<file path="src/rtl/spi_tx_multi_if.sv">
// spi_tx_multi_if: valid/ready word input plus SPI pin bundle for spi_tx_multi
interface spi_tx_multi_if #(parameter int DATA_W = 24);
  logic [DATA_W-1:0] bus_data;
  logic tx_valid, spi_ready, spi_cs, spi_clk, spi_data;
  modport master (output bus_data, tx_valid, input spi_ready, spi_cs, spi_clk, spi_data);
  modport slave (input bus_data, tx_valid, output spi_ready, spi_cs, spi_clk, spi_data);
endinterface

</file>
<file path="src/rtl/spi_tx_multi.sv">
// spi_tx_multi: parametrised SPI master transmitter; define SPI_TX_BURST_EN for back-to-back words under one CS
module spi_tx_multi #(
  parameter int DATA_W = 24,
  parameter int CLK_DIV = 12,
  parameter bit CPOL = 1'b0,
  parameter bit CPHA = 1'b0,
  parameter bit MSB_FIRST = 1'b1,
  parameter int CS_GAP = 8
) (
  input logic clk,
  input logic RST,
  spi_tx_multi_if.slave bus
);
  localparam int CW = $clog2((CLK_DIV > CS_GAP ? CLK_DIV : CS_GAP) + 1);
  localparam int BW = $clog2(DATA_W + 1);
`ifdef SPI_TX_BURST_EN
  localparam bit BURST = 1'b1;
`else
  localparam bit BURST = 1'b0;
`endif
  typedef enum logic [2:0] {IDLE, LEAD, SHIFT, TRAIL, GAP} state_t;
  state_t state, state_n;
  logic [CW-1:0] cnt, cnt_n;
  logic [BW-1:0] bcnt, bcnt_n;
  logic [DATA_W-1:0] sreg, sreg_n, shifted;
  logic ph, ph_n, end_half, last_bit, last_cyc, hs, ev, cs_n, sck_n, sd_n;
  function automatic logic first_bit(input logic [DATA_W-1:0] x);
    return MSB_FIRST ? x[DATA_W-1] : x[0];
  endfunction
  assign end_half = cnt == CW'(CLK_DIV - 1);
  assign last_bit = bcnt == BW'(DATA_W - 1);
  assign last_cyc = state == SHIFT && end_half && ph && last_bit;
  assign bus.spi_ready = !RST && (state == IDLE || (BURST && last_cyc));
  assign hs = bus.spi_ready && bus.tx_valid;
  assign shifted = MSB_FIRST ? sreg << 1 : sreg >> 1;
  // ev marks the SCK edge that moves the next bit onto MOSI: leading edges for CPHA=1, trailing for CPHA=0
  assign ev = state == LEAD ? CPHA && end_half : state == SHIFT && end_half && !last_bit && ph == CPHA;
  always_comb begin
    state_n = state;
    case (state)
      IDLE: state_n = hs ? LEAD : IDLE;
      LEAD: state_n = end_half ? SHIFT : LEAD;
      SHIFT: state_n = !last_cyc ? SHIFT : hs ? LEAD : TRAIL;
      TRAIL: state_n = !end_half ? TRAIL : CS_GAP == 0 ? IDLE : GAP;
      GAP: state_n = cnt == CW'(CS_GAP - 1) ? IDLE : GAP;
      default: state_n = IDLE;
    endcase
    cnt_n = (state_n != state || state == IDLE || (state != GAP && end_half)) ? '0 : cnt + 1'b1;
    ph_n = state_n != state ? 1'b0 : ph ^ (state == SHIFT && end_half);
    bcnt_n = state_n != state ? '0 : bcnt + BW'(state == SHIFT && end_half && ph);
    sreg_n = hs ? bus.bus_data : ev ? shifted : sreg;
    cs_n = !(state_n inside {LEAD, SHIFT, TRAIL});
    sck_n = CPOL ^ (state_n == SHIFT && !ph_n);
    sd_n = cs_n ? 1'b0 : hs ? !CPHA && first_bit(bus.bus_data) : ev ? first_bit(CPHA ? sreg : shifted) : bus.spi_data;
  end
  always_ff @(posedge clk)
    if (RST) begin
      state <= IDLE;
      cnt <= '0;
      ph <= 1'b0;
      bcnt <= '0;
      sreg <= '0;
      bus.spi_cs <= 1'b1;
      bus.spi_clk <= CPOL;
      bus.spi_data <= 1'b0;
    end else begin
      state <= state_n;
      cnt <= cnt_n;
      ph <= ph_n;
      bcnt <= bcnt_n;
      sreg <= sreg_n;
      bus.spi_cs <= cs_n;
      bus.spi_clk <= sck_n;
      bus.spi_data <= sd_n;
    end
endmodule
</file>
<file path="src/flat_wrapper.sv">
// flat-port wrapper written by rule: the top's interface ports become plain ports
module spi_tx_multi_flat 
#(
  parameter int DATA_W = 24,
  parameter int CLK_DIV = 12,
  parameter bit CPOL = 1'b0,
  parameter bit CPHA = 1'b0,
  parameter bit MSB_FIRST = 1'b1,
  parameter int CS_GAP = 8
)
  (clk, RST, bus_bus_data, bus_tx_valid, bus_spi_ready, bus_spi_cs, bus_spi_clk, bus_spi_data);
  spi_tx_multi_if #(.DATA_W(DATA_W)) bus_i ();
  input logic clk;
  input logic RST;
  input wire logic [$bits(bus_i.bus_data)-1:0] bus_bus_data;
  input wire logic [$bits(bus_i.tx_valid)-1:0] bus_tx_valid;
  output wire logic [$bits(bus_i.spi_ready)-1:0] bus_spi_ready;
  output wire logic [$bits(bus_i.spi_cs)-1:0] bus_spi_cs;
  output wire logic [$bits(bus_i.spi_clk)-1:0] bus_spi_clk;
  output wire logic [$bits(bus_i.spi_data)-1:0] bus_spi_data;
  assign bus_i.bus_data = bus_bus_data;
  assign bus_i.tx_valid = bus_tx_valid;
  assign bus_spi_ready = bus_i.spi_ready;
  assign bus_spi_cs = bus_i.spi_cs;
  assign bus_spi_clk = bus_i.spi_clk;
  assign bus_spi_data = bus_i.spi_data;
  spi_tx_multi #(.DATA_W(DATA_W), .CLK_DIV(CLK_DIV), .CPOL(CPOL), .CPHA(CPHA), .MSB_FIRST(MSB_FIRST), .CS_GAP(CS_GAP)) u_core (.clk(clk), .RST(RST), .bus(bus_i));
endmodule
</file>
<file path="config.mk">
export PLATFORM = sky130hd
export DESIGN_NAME = spi_tx_multi_flat
export DESIGN_NICKNAME = d
export VERILOG_FILES = /design/src/rtl/spi_tx_multi_if.sv /design/src/rtl/spi_tx_multi.sv /design/src/flat_wrapper.sv
export SDC_FILE = /design/constraint.sdc
export NUM_CORES = 1
export LEC_CHECK = 0
export ABC_AREA = 1
export CORE_MARGIN = 2
export CORE_UTILIZATION = 46
export CTS_CLUSTER_DIAMETER = 60
export DETAILED_ROUTE_END_ITERATION = 16
export PLACE_DENSITY = 0.68
export SETUP_SLACK_MARGIN = 0.2
export SLEW_MARGIN = 20
export SYNTH_ARGS = -nofsm -noshare
export SYNTH_HDL_FRONTEND = slang
export SYNTH_SLANG_ARGS = --single-unit
</file>
<file path="constraint.sdc">
create_clock -name clk -period 1.98 [get_ports clk]
set_input_delay 0.396 -clock clk [delete_from_list [all_inputs] [get_ports clk]]
set_output_delay 0.396 -clock clk [all_outputs]
set_load 0.02 [all_outputs]
</file>
==> metrics.yaml <==
placement:
  routabilityCongestion: 0.7360
  dpl.hpwl_um: 2669
  place_area_sq_um: 2451
  io_buffers: 30
  dp.cells: 354
timing:
  drv_slew: 0
  max_slew_margin: 0.7222
  fin_setup_tns_ns: 0
  finClkSkew_ns: 0.006190
  fmax_ghz: 0.5813
  fin_crit_ns: 1.720
  hold_violations: 0
  grt_setup_unrepaired: "yes"
  tightest_slew_ns: 0.4167
  timing.final.crit_share: 0.8688
  setup_viol: 0
setup_path:
  crit_start: "u_core.state[1]"
  worstPathRequired_ns: 1.58
  cp-start-kind: "flip-flop"
  crit_fanout: 5
  reg2reg_from: "u_core.cnt[1]"
  critPathKind: "flip-flop to primary output"
  r2r-end: "u_core.bcnt[4]"
  crit_chain: "nor2_4 > nand2_1 > nor2_1 > clkdlybuf4s15_2"
  cp-end-kind: "primary output"
  rr_worst_depth: 9
  endpoint: "bus_spi_ready"
  slowest_stage: "dfxtp_1"
  worst-r2r-setup-slack_ns: 0.30
  crit_arrival_ns: 1.32
  critPathMaxStageDelay_ns: 0.38
clocking:
  clockBufferDepth: 2
  clockRootBuffer: "clkbuf_8"
  cts_tree: "done"
  cts_buffers: 5
  clock_latency_ns: 0.29
  cts_hold_buf: 0
  path_clk_slew_ns: 0.08
  clock-sinks: 39
  h-tree-depth: 2
pwr:
  p_leak_nw: 1.082
  total_power_mw: 1.561
  p_per_area_nw_per_um2: 591.6
  peakVddDrop_mv: 0.3743
final_layout:
  layout-drive-gt1-share: 0.2736
  finalNonFillerCells: 370
  diodes: 0
  final_nets: 348
  post-route-util: 0.6019
  nFillCells: 407
  syn2layout_area_growth_pct: 25.61
  fin_area_sq_um: 2639
route:
  wl_um: 3812
  drt_pass1_iterations: 5
  drc: 0
  vias: 1743
  drt_iter0_drc: 76
  wl_per_cell_um: 10.30
  ant_nets: 0
  viasPerCell: 4.711
run_status:
  status: "completed"
synthesis:
  syn-num-nets: 304
  ys.flop_type: "dfxtp_1"
  syn_area_sq_um: 2101
  ys_top_cells_by_area: "dfxtp_1 (37%), nand2_1 (15%), a21oi_2 (9.2%), o21ai_2 (9.2%), inv_1 (6.8%)"
  synth_cells: 273
  synth_cell_type_count: 30
  ys_warn_count: 0
  synth_area_per_cell_sq_um: 7.695
  seq_area_frac_synth: 0.3716
  synth_common_cells: "nand2_1 (84), dfxtp_1 (39), inv_1 (38)"
  synth_seq_cells: 39
  synth_edf_count: 0
  synth_top_area_cell: "dfxtp_1"
  synth.top_cell.area_share: 0.3716
  synthArstFlopShare: 0
  yosysMostFrequentCell: "nand2_1"
worst_hold_path:
  min_from: "u_core.cnt[0]"
  min_path_type: "flip-flop to flip-flop"
grt:
  overflow: 0
  antenna_found_initial: 0
  grt_pass1_wl_um: 6831
  grt_util_all_layers: 0.1672
  grt_max_degree: 28
  grt_pass1_vias: 1603
floorplan:
  dieArea_sq_um: 5124
  start_util: 0.4792
  die_x_um: 71.58
  core.rowCount: 24
  io_pins: 31
  core_area_sq_um: 4384
  die_h_um: 71.58
run:
  cap_violations: 0
report_power, final:
group	leakage, nW	switching (mW)	total (mW)	internal [mW]
Combinational	0.723	0.124	0.240	0.116
Clock	0.0422	0.269	0.516	0.247
Sequential	0.316	0.00776	0.805	0.797
what timing repair did:
item                                    CTS  global route
pin swaps                                 0             5
endpoints found under the setup margin    6            12
gates resized for setup                   6             8
buffers inserted                          0             8
registers in the layout, summed over array words and instances, names as in the netlist:
name and count:
u_core.cnt 4, u_core.bus.spi_cs 1, u_core.state 3, u_core.sreg 23, u_core.bcnt 5, u_core.ph 1, u_core.bus.spi_data 1, u_core.bus.spi_clk 1
per-stage QoR:
| step | hold slack, ns | setup slack, ns |
|---|---|---|
| finish | 0.4436 | 0.2597 |
| global route | 0.4593 | 0.1701 |
| CTS | 0.4587 | 0.1976 |
| detailed placement | 0.4471 | -0.05272 |
| global placement | 0.4326 | -0.06381 |
| floorplan | 0.4175 | 0.3004 |
per-layer routing:
metal / GRT usage / wire (um) / up-vias
met3: 0.03938 / 139 / 7
met1: 0.2127 / 1826 / 777
li1: - / - / 933
met2: 0.2665 / 1770 / 26
met4: 0.08176 / 75 / 0
met5: 0 / 0 / -
cells in the final DEF, fill, tap and decap left out, types with 2 or more instances in the layout:
cell and instances:
nand2_1 84, inv_1 38, dfxtp_1 37, clkdlybuf4s50_1 29
o21ai_2 22, a21oi_2 22, buf_4 18, nor2_1 17
nand3_1 11, clkbuf_8 5, xor2_1 3, inv_2 2
nand3_2 2, nor2_4 2, xnor2_1 2, o21ai_0 2
a21oi_1 2, ha_2 2, ha_4 2, clkbuf_1 2
worst min path at each step:
stage	to	slack (ns)	cells past startpoint
floorplan	u_core.cnt[0]	0.42	1
global placement	u_core.cnt[0]	0.43	1
detailed placement	u_core.cnt[0]	0.45	1
CTS	u_core.cnt[0]	0.46	1
global route	u_core.cnt[0]	0.46	1
finish	u_core.cnt[0]	0.44	1
kinds of logic (layout without fill, tap and decap cells):
| family | after synthesis | after routing | share of synthesized area |
|---|---|---|---|
| compound gates | 50 | 50 | 0.1983 |
| xor+xnor | 5 | 5 | 0.02085 |
| fa+ha+maj | 4 | 4 | 0.02382 |
| buf+inv | 52 | 97 | 0.1239 |
| flops | 39 | 39 | 0.3717 |
| simple gates | 123 | 123 | 0.2615 |
critical path: cells and delay by family (launching register included):
family / cells / cell delay, ns
buf+inv: 1 / 0.28
flops: 1 / 0.38
simple gates: 3 / 0.37
cell type report:
class | count | area, sq um | share of cell area
inverters | 40 | 150.1 | 0.05690
well taps | 52 | 65.06 | 0.02466
repair buffers | 49 | 456.7 | 0.1731
clock buffers | 7 | 76.32 | 0.02892
multi-input cells | 182 | 1100 | 0.4168
flip-flops and latches | 39 | 785.8 | 0.2978
clock inverters | 1 | 5.005 | 0.001897
No activity file was read; power rests on OpenSTA's default activity.
